**config.mk**
```make
export PLATFORM = sky130hd
export DESIGN_NAME = matrix_host_ctrl_flat
export DESIGN_NICKNAME = d
export VERILOG_FILES = /design/src/rtl/matrix_host_ctrl_if.sv /design/src/rtl/matrix_host_ctrl.sv /design/src/flat_wrapper.sv
export SDC_FILE = /design/constraint.sdc
export NUM_CORES = 1
export LEC_CHECK = 0
export CAP_MARGIN = 20
export CORE_MARGIN = 4
export CORE_UTILIZATION = 44
export DETAILED_ROUTE_END_ITERATION = 7
export PLACE_DENSITY = 0.64
export SLEW_MARGIN = 20
export SYNTH_ARGS = -nofsm -noshare
export SYNTH_HDL_FRONTEND = slang
export SYNTH_SLANG_ARGS = --single-unit
```
**constraint.sdc**
```tcl
create_clock -name clk -period 8.6 [get_ports clk]
set_clock_uncertainty 0.05 [all_clocks]
set_input_delay 2.15 -clock clk [delete_from_list [all_inputs] [get_ports clk]]
set_output_delay 2.15 -clock clk [all_outputs]
set_load 0.05 [all_outputs]
```
**src/rtl/matrix_host_ctrl_if.sv**
```systemverilog
// Host-side bundle for matrix_host_ctrl: load stream, memory host ports,
// core run control and result stream.
`default_nettype none

interface matrix_host_ctrl_if #(
   parameter int DATA_W = 16,
   parameter int ADDR_W = 8
);
   logic              start;
   logic [2:0]        core_count;
   logic              in_valid;
   logic              in_ready;
   logic              in_is_instr;
   logic [DATA_W-1:0] in_data;
   logic              in_last;
   logic              data_wr_en_file;
   logic [ADDR_W-1:0] data_addr_file;
   logic [DATA_W-1:0] data_file;
   logic              instr_wr_en_file;
   logic [ADDR_W-1:0] instr_addr_file;
   logic [7:0]        instr_file;
   logic [DATA_W-1:0] dataout_file;
   logic [1:0]        status0;
   logic [1:0]        status1;
   logic [1:0]        status2;
   logic [1:0]        status3;
   logic [3:0]        end_process;
   logic              out_valid;
   logic              out_ready;
   logic [DATA_W-1:0] out_data;
   logic              out_last;
   logic              busy;
   logic              done;
   logic              load_err;
   logic [31:0]       clock_count;

   modport slave (
      input  start, core_count, in_valid, in_is_instr, in_data, in_last,
             dataout_file, end_process, out_ready,
      output in_ready, data_wr_en_file, data_addr_file, data_file,
             instr_wr_en_file, instr_addr_file, instr_file,
             status0, status1, status2, status3,
             out_valid, out_data, out_last, busy, done, load_err, clock_count
   );

   modport master (
      output start, core_count, in_valid, in_is_instr, in_data, in_last,
             dataout_file, end_process, out_ready,
      input  in_ready, data_wr_en_file, data_addr_file, data_file,
             instr_wr_en_file, instr_addr_file, instr_file,
             status0, status1, status2, status3,
             out_valid, out_data, out_last, busy, done, load_err, clock_count
   );
endinterface

`default_nettype wire

```
**src/rtl/matrix_host_ctrl.sv**
```systemverilog
// Host controller: loads data/instruction memories, runs up to four cores,
// then streams the I*K result block back out of data memory.
`default_nettype none

module matrix_host_ctrl #(
   parameter int DATA_W = 16,
   parameter int ADDR_W = 8
) (
   input  wire logic          clk,
   input  wire logic          reset_n,
   matrix_host_ctrl_if.slave  bus
);
   typedef enum logic [2:0] {
      S_IDLE, S_LOAD, S_RUN, S_RD_ADDR, S_RD_WAIT, S_RD_OUT, S_DONE
   } state_t;

   localparam logic [ADDR_W:0] c_depth = {1'b1, {ADDR_W{1'b0}}};

   state_t            r_state, w_next;
   logic [2:0]        r_n;
   logic [ADDR_W:0]   r_daddr, r_iaddr;
   logic              r_dlast, r_ilast, r_load_err;
   logic [7:0]        r_i, r_j, r_k;
   logic [31:0]       r_clock_count;
   logic [ADDR_W-1:0] r_ptr;
   logic [15:0]       r_cnt;
   logic [DATA_W-1:0] r_out;

   logic        w_acc, w_d_acc, w_i_acc, w_d_wr, w_i_wr, w_d_err, w_i_err;
   logic [3:0]  w_mask;
   logic        w_run_exit, w_elem_last;
   logic [15:0] w_ik, w_base;

   assign w_acc   = (r_state == S_LOAD) && bus.in_valid;
   assign w_d_acc = w_acc && !bus.in_is_instr;
   assign w_i_acc = w_acc && bus.in_is_instr;
   // Words after the stream's last flag are swallowed silently; only overflow is an error
   assign w_d_wr  = w_d_acc && !r_dlast && (r_daddr != c_depth);
   assign w_i_wr  = w_i_acc && !r_ilast && (r_iaddr != c_depth);
   assign w_d_err = w_d_acc && !r_dlast && (r_daddr == c_depth);
   assign w_i_err = w_i_acc && !r_ilast && (r_iaddr == c_depth);

   // Core i owns end_process bit 3-i; enabled cores fill the mask from the top
   assign w_mask      = ~(4'b1111 >> r_n);
   assign w_run_exit  = (bus.end_process & w_mask) == w_mask;
   assign w_ik        = {8'b0, r_i} * {8'b0, r_k};
   assign w_base      = 16'd3 + {8'b0, r_i} * {8'b0, r_j} + {8'b0, r_j} * {8'b0, r_k};
   assign w_elem_last = (r_cnt == w_ik - 16'd1);

   always_ff @(posedge clk) begin
      if (!reset_n) r_state <= S_IDLE;
      else          r_state <= w_next;
   end

   always_comb begin
      w_next = r_state;
      case (r_state)
         S_IDLE:    if (bus.start) w_next = S_LOAD;
         S_LOAD:    if (r_dlast && r_ilast) w_next = S_RUN;
         S_RUN:     if (w_run_exit) w_next = (w_ik == 16'd0) ? S_DONE : S_RD_ADDR;
         S_RD_ADDR: w_next = S_RD_WAIT;
         S_RD_WAIT: w_next = S_RD_OUT;
         S_RD_OUT:  if (bus.out_ready) w_next = w_elem_last ? S_DONE : S_RD_ADDR;
         S_DONE:    w_next = S_IDLE;
         default:   w_next = S_IDLE;
      endcase
   end

   always_comb begin
      bus.in_ready         = (r_state == S_LOAD);
      bus.data_wr_en_file  = w_d_wr;
      bus.data_addr_file   = '0;
      bus.data_file        = w_d_wr ? bus.in_data : '0;
      bus.instr_wr_en_file = w_i_wr;
      bus.instr_addr_file  = (r_state == S_LOAD) ? r_iaddr[ADDR_W-1:0] : '0;
      bus.instr_file       = w_i_wr ? bus.in_data[7:0] : 8'd0;
      bus.status0          = {1'b0, (r_state == S_RUN) && w_mask[3]};
      bus.status1          = {1'b0, (r_state == S_RUN) && w_mask[2]};
      bus.status2          = {1'b0, (r_state == S_RUN) && w_mask[1]};
      bus.status3          = {1'b0, (r_state == S_RUN) && w_mask[0]};
      bus.out_valid        = (r_state == S_RD_OUT);
      bus.out_data         = (r_state == S_RD_OUT) ? r_out : '0;
      bus.out_last         = (r_state == S_RD_OUT) && w_elem_last;
      bus.busy             = (r_state != S_IDLE);
      bus.done             = (r_state == S_DONE);
      bus.load_err         = r_load_err;
      bus.clock_count      = r_clock_count;
      if (r_state == S_LOAD)         bus.data_addr_file = r_daddr[ADDR_W-1:0];
      else if (r_state == S_RD_ADDR) bus.data_addr_file = r_ptr;
   end

   always_ff @(posedge clk) begin
      if (!reset_n) begin
         r_n           <= 3'd0;
         r_daddr       <= '0;
         r_iaddr       <= '0;
         r_dlast       <= 1'b0;
         r_ilast       <= 1'b0;
         r_load_err    <= 1'b0;
         r_i           <= 8'd0;
         r_j           <= 8'd0;
         r_k           <= 8'd0;
         r_clock_count <= 32'd0;
         r_ptr         <= '0;
         r_cnt         <= 16'd0;
         r_out         <= '0;
      end else begin
         if (r_state == S_IDLE && bus.start) begin
            r_n           <= (bus.core_count == 3'd0 || bus.core_count > 3'd4) ? 3'd4 : bus.core_count;
            r_daddr       <= '0;
            r_iaddr       <= '0;
            r_dlast       <= 1'b0;
            r_ilast       <= 1'b0;
            r_load_err    <= 1'b0;
            r_clock_count <= 32'd0;
            r_i           <= 8'd0;
            r_j           <= 8'd0;
            r_k           <= 8'd0;
         end
         if (w_d_wr) begin
            r_daddr <= r_daddr + 1'b1;
            if (r_daddr == '0)                 r_i <= bus.in_data[7:0];
            if (r_daddr == (ADDR_W+1)'(1))     r_j <= bus.in_data[7:0];
            if (r_daddr == (ADDR_W+1)'(2))     r_k <= bus.in_data[7:0];
         end
         if (w_i_wr) r_iaddr <= r_iaddr + 1'b1;
         if (w_d_acc && bus.in_last) r_dlast <= 1'b1;
         if (w_i_acc && bus.in_last) r_ilast <= 1'b1;
         if (w_d_err || w_i_err) r_load_err <= 1'b1;
         if (r_state == S_RUN) begin
            if (r_clock_count != 32'hFFFF_FFFF) r_clock_count <= r_clock_count + 32'd1;
            if (w_run_exit) begin
               r_ptr <= w_base[ADDR_W-1:0];
               r_cnt <= 16'd0;
            end
         end
         if (r_state == S_RD_WAIT) r_out <= bus.dataout_file;
         if (r_state == S_RD_OUT && bus.out_ready) begin
            r_ptr <= r_ptr + 1'b1;
            r_cnt <= r_cnt + 16'd1;
         end
      end
   end
endmodule

`default_nettype wire

```
**src/flat_wrapper.sv**
```systemverilog
// flat-port wrapper written by rule: the top's interface ports become plain ports
module matrix_host_ctrl_flat 
#(
   parameter int DATA_W = 16,
   parameter int ADDR_W = 8
)
  (clk, reset_n, bus_start, bus_core_count, bus_in_valid, bus_in_is_instr, bus_in_data, bus_in_last, bus_dataout_file, bus_end_process, bus_out_ready, bus_in_ready, bus_data_wr_en_file, bus_data_addr_file, bus_data_file, bus_instr_wr_en_file, bus_instr_addr_file, bus_instr_file, bus_status0, bus_status1, bus_status2, bus_status3, bus_out_valid, bus_out_data, bus_out_last, bus_busy, bus_done, bus_load_err, bus_clock_count);
  matrix_host_ctrl_if #(.DATA_W(DATA_W), .ADDR_W(ADDR_W)) bus_i ();
  input  wire logic clk;
  input  wire logic reset_n;
  input wire logic [$bits(bus_i.start)-1:0] bus_start;
  input wire logic [$bits(bus_i.core_count)-1:0] bus_core_count;
  input wire logic [$bits(bus_i.in_valid)-1:0] bus_in_valid;
  input wire logic [$bits(bus_i.in_is_instr)-1:0] bus_in_is_instr;
  input wire logic [$bits(bus_i.in_data)-1:0] bus_in_data;
  input wire logic [$bits(bus_i.in_last)-1:0] bus_in_last;
  input wire logic [$bits(bus_i.dataout_file)-1:0] bus_dataout_file;
  input wire logic [$bits(bus_i.end_process)-1:0] bus_end_process;
  input wire logic [$bits(bus_i.out_ready)-1:0] bus_out_ready;
  output wire logic [$bits(bus_i.in_ready)-1:0] bus_in_ready;
  output wire logic [$bits(bus_i.data_wr_en_file)-1:0] bus_data_wr_en_file;
  output wire logic [$bits(bus_i.data_addr_file)-1:0] bus_data_addr_file;
  output wire logic [$bits(bus_i.data_file)-1:0] bus_data_file;
  output wire logic [$bits(bus_i.instr_wr_en_file)-1:0] bus_instr_wr_en_file;
  output wire logic [$bits(bus_i.instr_addr_file)-1:0] bus_instr_addr_file;
  output wire logic [$bits(bus_i.instr_file)-1:0] bus_instr_file;
  output wire logic [$bits(bus_i.status0)-1:0] bus_status0;
  output wire logic [$bits(bus_i.status1)-1:0] bus_status1;
  output wire logic [$bits(bus_i.status2)-1:0] bus_status2;
  output wire logic [$bits(bus_i.status3)-1:0] bus_status3;
  output wire logic [$bits(bus_i.out_valid)-1:0] bus_out_valid;
  output wire logic [$bits(bus_i.out_data)-1:0] bus_out_data;
  output wire logic [$bits(bus_i.out_last)-1:0] bus_out_last;
  output wire logic [$bits(bus_i.busy)-1:0] bus_busy;
  output wire logic [$bits(bus_i.done)-1:0] bus_done;
  output wire logic [$bits(bus_i.load_err)-1:0] bus_load_err;
  output wire logic [$bits(bus_i.clock_count)-1:0] bus_clock_count;
  assign bus_i.start = bus_start;
  assign bus_i.core_count = bus_core_count;
  assign bus_i.in_valid = bus_in_valid;
  assign bus_i.in_is_instr = bus_in_is_instr;
  assign bus_i.in_data = bus_in_data;
  assign bus_i.in_last = bus_in_last;
  assign bus_i.dataout_file = bus_dataout_file;
  assign bus_i.end_process = bus_end_process;
  assign bus_i.out_ready = bus_out_ready;
  assign bus_in_ready = bus_i.in_ready;
  assign bus_data_wr_en_file = bus_i.data_wr_en_file;
  assign bus_data_addr_file = bus_i.data_addr_file;
  assign bus_data_file = bus_i.data_file;
  assign bus_instr_wr_en_file = bus_i.instr_wr_en_file;
  assign bus_instr_addr_file = bus_i.instr_addr_file;
  assign bus_instr_file = bus_i.instr_file;
  assign bus_status0 = bus_i.status0;
  assign bus_status1 = bus_i.status1;
  assign bus_status2 = bus_i.status2;
  assign bus_status3 = bus_i.status3;
  assign bus_out_valid = bus_i.out_valid;
  assign bus_out_data = bus_i.out_data;
  assign bus_out_last = bus_i.out_last;
  assign bus_busy = bus_i.busy;
  assign bus_done = bus_i.done;
  assign bus_load_err = bus_i.load_err;
  assign bus_clock_count = bus_i.clock_count;
  matrix_host_ctrl #(.DATA_W(DATA_W), .ADDR_W(ADDR_W)) u_core (.clk(clk), .reset_n(reset_n), .bus(bus_i));
endmodule
```
Word-level counts from Yosys, hierarchy flattened --
Index checks and enable logic that the tools add are counted.
Word-level totals: RAM bits 0, bits of input ports 46, memories kept 0, flip-flop bits (word level) 123, memory bits (read-only) 0, bits in latches 0, output and inout bits 104, word-level logic and storage cells 125
Cells by class: reductions and logical operators 38, multiply operators 3, div/mod/pow operators 0, eq/ne operators 19, bitwise gates (word level) 2, $add $sub $neg 8, shift operators 1, order comparisons 1, mux-type cells 39
Operators with widths (count):
- $mux 8 | 16
- $mux 32 | 3
- $mux 16 | 5
- $add 32x1->32 const B | 1
- $ne 32x32->1 const B | 1
- $mux 9 | 3
- $mux 3 | 7
- $logic_and 1x1->1 | 19
- $add 9x1->9 const B | 2
- $eq 9x9->1 const B | 2
- $ne 9x9->1 const B | 2
- $pmux 3 s6 | 1
- $add 16x1->16 const B | 1
- $eq 16x16->1 | 1
- $logic_not 16->1 | 1
- $mul 8x8->16 | 1
- $mul 8x8->8 | 2
- $sub 16x1->16 const B | 1
- $reduce_bool 2->1 | 7
- $eq 3x3->1 const B | 3
- $eq 9x1->1 const B | 1
- $eq 9x2->1 const B | 1
- $logic_not 9->1 | 1
- $add 2x8->8 const A | 1
- other kinds (18) | 28

Logic depth before layout (Yosys ltp) --
Gate-level depths: netlist of the first run.
word-level depth 7, gate-level depth with buffers 22

Worst setup path before layout of the first run --
OpenSTA, ideal clock, no wires.
kind register -> output, from register u_core.r_i[0], to output bus_out_last, arrival time 5924 ps, stages on the path, launching flop included 19, slack 476 ps, cell sequence dfxtp_1 clkbuf_1 clkbuf_1 nand2_1 fa_1 fa_1 fa_1 fa_1 inv_1 ha_1 nor4_4 o21ai_2 a221oi_2 xnor2_1 nor3_2 nor3b_2 xnor3_1 nand2_1 a2111oi_2
On the way: word-level cells in the longest chain between the ends 4
RTL lines:
- from (decl) | RTL line matrix_host_ctrl.sv:23 | logic [7:0] r_i, r_j, r_k;
- from (signal assigned) | RTL line matrix_host_ctrl.sv:122 | if (r_daddr == '0) r_i <= bus.in_data[7:0];
- $mul 8x8->16 | RTL line matrix_host_ctrl.sv:46 | assign w_ik = {8'b0, r_i} * {8'b0, r_k};
- $sub 16x1->16 | RTL line matrix_host_ctrl.sv:48 | assign w_elem_last = (r_cnt == w_ik - 16'd1);
- $eq 16x16->1 | RTL line matrix_host_ctrl.sv:48
- $logic_and 1x1->1 | RTL line matrix_host_ctrl.sv:83 | bus.out_last = (r_state == S_RD_OUT) && w_elem_last;
- to (decl) | RTL line flat_wrapper.sv:33 | output wire logic [$bits(bus_i.out_last)-1:0] bus_out_last;
Every way passes these cells.

Final worst setup path of the first run --
Ends and elaborated chain as after synthesis.

==> flow_summary.yaml, run 1 <==
status:
  outcome: "complete, no violations"
timing:
  setup_tns_ps: 0
  max_freq_mhz: 122
  hold_violations: 0
  period_minus_slack_ps: 8200
  rsz0062_at_grt: "false"
  final_max_slew_viol_count: 0
  worst_pin_slew_ps: 1040
  setup_viol: 0
  slew_headroom_pct: 30.5
  fin_ws_ps: 402
  fin_crit_sh_pct: 95.3
setup_path:
  slowest_delay_ps: 530
  critical_path.top_delay_family: "adder cells"
  cp-endpoint: "bus_out_last"
  required_ps: 6400
  crit_path_max_fanout: 12
  r2r-end: "u_core.r_state[0]"
  cp_slowest_cell: "fa_1"
  cp_common_cell: "fa_1"
  crit_buf_inv: 4
  critPathCaptureType: "output pin"
  cp-startpoint: "u_core.r_i[0]"
  cp.arrival_ps: 6000
  path_depth: 19
  r2r_slack_ps: 2990
  criticalPathCategory: "reg -> out"
  crit_chain: "buf_4 -> and2_1 -> fa_1 -> fa_1 -> ha_1 -> inv_1 -> fa_1 -> inv_1 -> ha_1 -> a211oi_2 -> o21ai_2 -> a221oi_2 -> xnor2_1 -> nor3_2 -> nor3b_2 -> xnor3_1 -> nand2_1 -> a2111oi_2 -> buf_12"
  start_kind: "flip-flop"
  r2r_cells: 19
  rr_startpoint: "u_core.r_i[2]"
drt:
  vias_per_cell: 5.46
  wl_mm: 30.3
  wl_per_cell_um: 16.4
  drt-initial-drc-count: 573
  detail-route-antenna-nets: 0
  drc: 0
  routed-via-count: 10100
  drt_pass1_iterations: 6
logic_synthesis:
  synth.avg_cell_area_um2: 7.89
  synthCells: 1410
  async_flop_share_pct: 0
  syn-cell-area_um2: 11100
  synth-edff-count: 0
  synth_flop_cell: "dfxtp_1"
  ys_ff_latch: 123
  ys_warn_count: 0
  yosysSeqAreaShare_pct: 22.1
  synth_cell_types: 84
clocking:
  clock_sinks: 123
  htree_levels: 4
  cts_buffer_depth: 2
  clk_pin_slew_ps: 60
  cts_hold_buf: 0
  cts.repair.resized: 0
  clk_latency_ps: 420
  cts_buffers: 17
  cts-root-buf: "clkbuf_16"
  cts_tree: "yes"
  cts_setup_buffers: 0
power_and_ir_drop:
  total_leakage_power_nw: 5.59
  finalPower_mw: 1.41
  power_density_nw_per_um2: 105
  ir_drop_uv: 132
worst_hold_path:
  hold_class: "reg -> reg"
  hp-start: "u_core.r_out[8]"
place:
  io_buffers: 145
  gp_congestion: 0.853
  dp.cells: 1814
  post-place-ws_ps: 648
  dp_hpwl_mm: 22.9
cells_and_area:
  insertedDiodeCount: 0
  drive_above_1_share_pct: 5.66
  stdcell_count: 1844
  layout_common_cells: "173 x nand2_1, 144 x clkdlybuf4s50_1, 121 x a21oi_1, 117 x and2_1, 113 x dfxtp_1"
  post-route-util_pct: 54.3
  final_common_cell: "nand2_1"
  area_growth_pct: 20.2
  finalNetCount: 1704
global_route:
  grt_usage_pct: 21.7
  grt_max_degree: 50
  grt_first_pass_wirelength_mm: 51.0
  grt_antenna_before_repair: 0
  grt_pass1_vias: 10000
  grt_overflow: 0
floorplanning:
  dieHeight_um: 167
  core_area_um2: 24600
  start_util_pct: 45.2
  ios: 150
  die_w_um: 167
  num_rows: 57
  fp.dieArea_um2: 27900
job:
  maxCapViolations: 0
## state kept, by name (all words and copies together) (netlist names), 3 cells and up
| register | cells |
|---|---|
| u_core.r_ptr | 8 |
| u_core.r_i | 8 |
| u_core.r_iaddr | 9 |
| u_core.r_k | 8 |
| u_core.bus.clock_count | 32 |
| u_core.r_cnt | 16 |
| u_core.r_state | 3 |
| u_core.r_n | 3 |
| u_core.r_j | 8 |
| u_core.r_daddr | 9 |
| u_core.r_out | 16 |
## report_power, final
group,switching [mW],total [mW],internal [mW]
registers,0.00635,0.579,0.573
clock network,0.253,0.731,0.477
logic,0.0622,0.0989,0.0366
## cells by family after synthesis
family | count (synthesis) | synth area share, %
AO/OA/AOI/OAI | 263 | 14.6
buffers and inverters | 183 | 6.47
multiplexers | 13 | 1.18
adder cells (fa/ha/maj) | 149 | 21.4
AND/OR/NAND/NOR | 609 | 28.4
other | 1 | 0.0337
XOR/XNOR | 69 | 5.75
flip-flops | 123 | 22.1
## metal layers
| layer | vias up | wire [µm] | track usage [%] |
|---|---|---|---|
| met2 | 242 | 14300 | 36.2 |
| met3 | 33 | 1880 | 5.43 |
| met1 | 4814 | 13700 | 28.3 |
| li1 | 4987 | - | - |
| met5 | - | 0 | 0 |
| met4 | 0 | 439 | 5.44 |
## synthesized netlist by cell type (8+ instances only)
cell type / n / share of area (%)
nand2_1: 173 / 5.8
nor2_1: 98 / 3.3
nand4_1: 11 / 0.62
a21oi_1: 121 / 5.4
xnor2_1: 41 / 3.2
nand3b_1: 8 / 0.54
and2_1: 117 / 6.6
and3_1: 47 / 2.6
or3_1: 9 / 0.51
fa_1: 69 / 12
nor3_1: 18 / 0.81
o21ai_0: 49 / 2.2
inv_1: 105 / 3.5
a211oi_1: 8 / 0.54
xor2_1: 25 / 2.0
clkbuf_1: 63 / 2.1
a31oi_1: 16 / 0.90
dfxtp_1: 123 / 22
mux2i_1: 12 / 1.1
o21a_1: 9 / 0.61
ha_1: 80 / 9.0
nand2b_1: 9 / 0.51
nand3_1: 66 / 3.0
## layout make-up
cell class,instances,area (µm²)
multi-input combinational,1107,7960
sequential,123,2470
tap,324,405
fill,2389,11200
clock buffer,25,526
inverter,108,405
clock inverter,5,81.3
timing repair buffer,152,1510
## worst min-delay path by stage
stage,slack [ps],cells after the start,endpoint
global route,430,2,u_core.r_out[7]
detailed placement,390,2,u_core.r_out[11]
floorplan,380,2,u_core.r_out[0]
CTS,400,2,u_core.r_out[11]
finish,400,2,u_core.r_out[8]
global placement,390,2,u_core.r_out[8]
## worst min-delay path: stages, from the launching register on
cell and delay [ps]:
dfxtp_1 300, nand2_1 50, a21oi_1 50
## stage by stage
step,hold slack [ps],cell area (µm²)
floorplan,382,11100
global placement,387,12700
detailed placement,392,12700
CTS,400,13300
global route,429,13400
finish,401,13400
(Power assumes the default switching activity.)
==> run 2: changes to the inputs <==
--- a/config.mk
+++ b/config.mk
@@ -9,7 +9,7 @@
 export CORE_MARGIN = 4
 export CORE_UTILIZATION = 44
 export DETAILED_ROUTE_END_ITERATION = 7
-export PLACE_DENSITY = 0.64
+export PLACE_DENSITY = 0.67
 export SLEW_MARGIN = 20
 export SYNTH_ARGS = -nofsm -noshare
 export SYNTH_HDL_FRONTEND = slang
==> constraint.sdc (replaced) <==
create_clock -name clk -period 7.2 [get_ports clk]
set_clock_uncertainty 0.05 [all_clocks]
set_input_delay 1.8 -clock clk [delete_from_list [all_inputs] [get_ports clk]]
set_output_delay 1.8 -clock clk [all_outputs]
set_load 0.05 [all_outputs]
==> run 2 against run 1 <==
  * The run now ends with negative setup slack left
  * Die area unchanged
  * Cell count up 3.6%
  * Total power up 18%
  * Global-route usage up 0.81 points
  * Register-to-register slack worse by 1400 ps
  * Clock-buffer cell count down 7
  * Cell area up 6.2%
  * Sequential power up 19%
  * Core utilization up 3.4 points
  * Largest power group unchanged
  * Highest routed layer unchanged
==> flow_summary.yaml, run 2 (same netlist as run 1, synthesis figures left out) <==
setup_path:
  required_ps: 5350
  r2r_slack_ps: 1640
  criticalPathCategory: "reg -> out"
  cp.arrival_ps: 5500
  start_kind: "flip-flop"
  critPathCaptureType: "output pin"
  crit_path_max_fanout: 5
clocking:
  cts_buffers: 17
  clk_pin_slew_ps: 60
  htree_levels: 4
  clk_latency_ps: 420
  cts-root-buf: "clkbuf_16"
  cts_tree: "yes"
  clock_sinks: 123
  cts_buffer_depth: 2
  cts_hold_buf: 0
status:
  violations: "negative setup slack"
  outcome: "finished, violations left"
drt:
  topRoutingLayerUsed: "met4"
  drc: 0
  detail-route-antenna-nets: 0
  wl_met3_mm: 2.15
  routed-via-count: 10400
  wl_per_cell_um: 16.5
  wl_met2_mm: 14.7
  wl_mm: 31.5
  met1_length_mm: 14.0
  drt-initial-drc-count: 650
  vias_per_cell: 5.46
  drt_pass1_iterations: 7
floorplanning:
  core_area_um2: 24600
  fp.dieArea_um2: 27900
  ios: 150
  die_w_um: 167
  start_util_pct: 45.2
  dieHeight_um: 167
  num_rows: 57
power_and_ir_drop:
  total_leakage_power_nw: 5.93
  power_density_nw_per_um2: 117
  ir_drop_uv: 161
cells_and_area:
  final_common_cell: "nand2_1"
  insertedDiodeCount: 0
  finalNetCount: 1770
  nFillCells: 2261
  fin_area_um2: 14200
  layout_common_cells: "167 x nand2_1, 144 x clkdlybuf4s50_1, 120 x a21oi_1, 116 x and2_1, 110 x dfxtp_1"
  area_growth_pct: 27.7
  post-route-util_pct: 57.7
  drive_above_1_share_pct: 12.4
  largest_reg_flops: 32
  stdcell_count: 1911
timing:
  hold_violations: 0
  rsz0062_at_grt: "true"
  worst_pin_slew_ps: 1070
  fin_ws_ps: -146
  slew_headroom_pct: 28.7
  setup_tns_ps: -146
  max_freq_mhz: 136
  setup_viol: 1
  period_minus_slack_ps: 7350
  fin_crit_sh_pct: 102
  final_max_slew_viol_count: 0
global_route:
  grt_first_pass_wirelength_mm: 52.8
  grt_pass1_vias: 10500
  grt_antenna_before_repair: 0
  grt_overflow: 0
  grt_max_degree: 57
  grt_usage_pct: 22.5
place:
  gp_congestion: 0.878
  dp_hpwl_mm: 23.2
  io_buffers: 145
  post-place-ws_ps: -27.9
  place_area_um2: 13000
  dp.cells: 1847
job:
  maxCapViolations: 0
worst_hold_path:
  hold_class: "reg -> reg"
[run 2: cell types whose count changed in the layout (fill, tap and decap cells not counted), sizes merged]
cell | previous run | this run
clkbuf | 25 | 19
clkinvlp | 1 | 2
inv | 107 | 110
clkinv | 3 | 7
buf | 8 | 73
[run 2: timing repair]
action	in CTS	in global routing
buffers inserted	20	13
pin swaps	36	46
endpoints found under the setup margin	1	1
resized for setup	43	41
[run 2: worst max-delay path, stage by stage, from the launching register on]
cell       delay (ps)
dfxtp_4           360
buf_4             150
and2_4            140
fa_2              350
fa_1              440
ha_1              290
inv_1              40
fa_1              490
inv_2              50
ha_4              170
a211o_1           340
buf_6             140
a2111oi_4         390
o22a_2            230
o311ai_4          130
nor3_4            240
nor3b_4           230
xnor3_1           210
nand2_2            80
a2111oi_4         370
clkbuf_16         230
[run 2: where the power goes]
part	total (mW)	switching [mW]	internal, mW
Clock	0.856	0.337	0.519
Sequential	0.687	0.00570	0.681
Combinational	0.124	0.0784	0.0460
[run 2: worst paths after layout]
path	startpoint	endpoint	cells past startpoint
worst max-delay path	u_core.r_k[2]	bus_out_last	20
worst min-delay path	u_core.r_out[7]	u_core.r_out[7]	2
worst min register to register	u_core.r_out[7]	u_core.r_out[7]	2
worst max register to register	u_core.r_j[0]	u_core.r_ptr[7]	16
[run 2: final cells by class]
class / instances / area [µm²] / share of cell area (%)
multi-input combinational: 1107 / 8240 / 58.1
clock buffer: 18 / 439 / 3.09
clock inverter: 13 / 143 / 1.00
inverter: 108 / 405 / 2.86
tap: 324 / 405 / 2.86
sequential: 123 / 2500 / 17.6
timing repair buffer: 218 / 2060 / 14.5
[run 2: per-layer routing]
layer	vias to the layer above	track usage [%]
li1	5113	-
met1	4958	29.9
met2	325	37.2
met3	43	4.93
met4	0	6.23
met5	-	0
[run 2: through the flow]
stage | total power [mW] | hold WS (ps)
finish | 1.67 | 399
global route | 1.72 | 419
CTS | 1.68 | 400
detailed placement | 0.827 | 392
global placement | 0.826 | 387
floorplan | 0.772 | 382
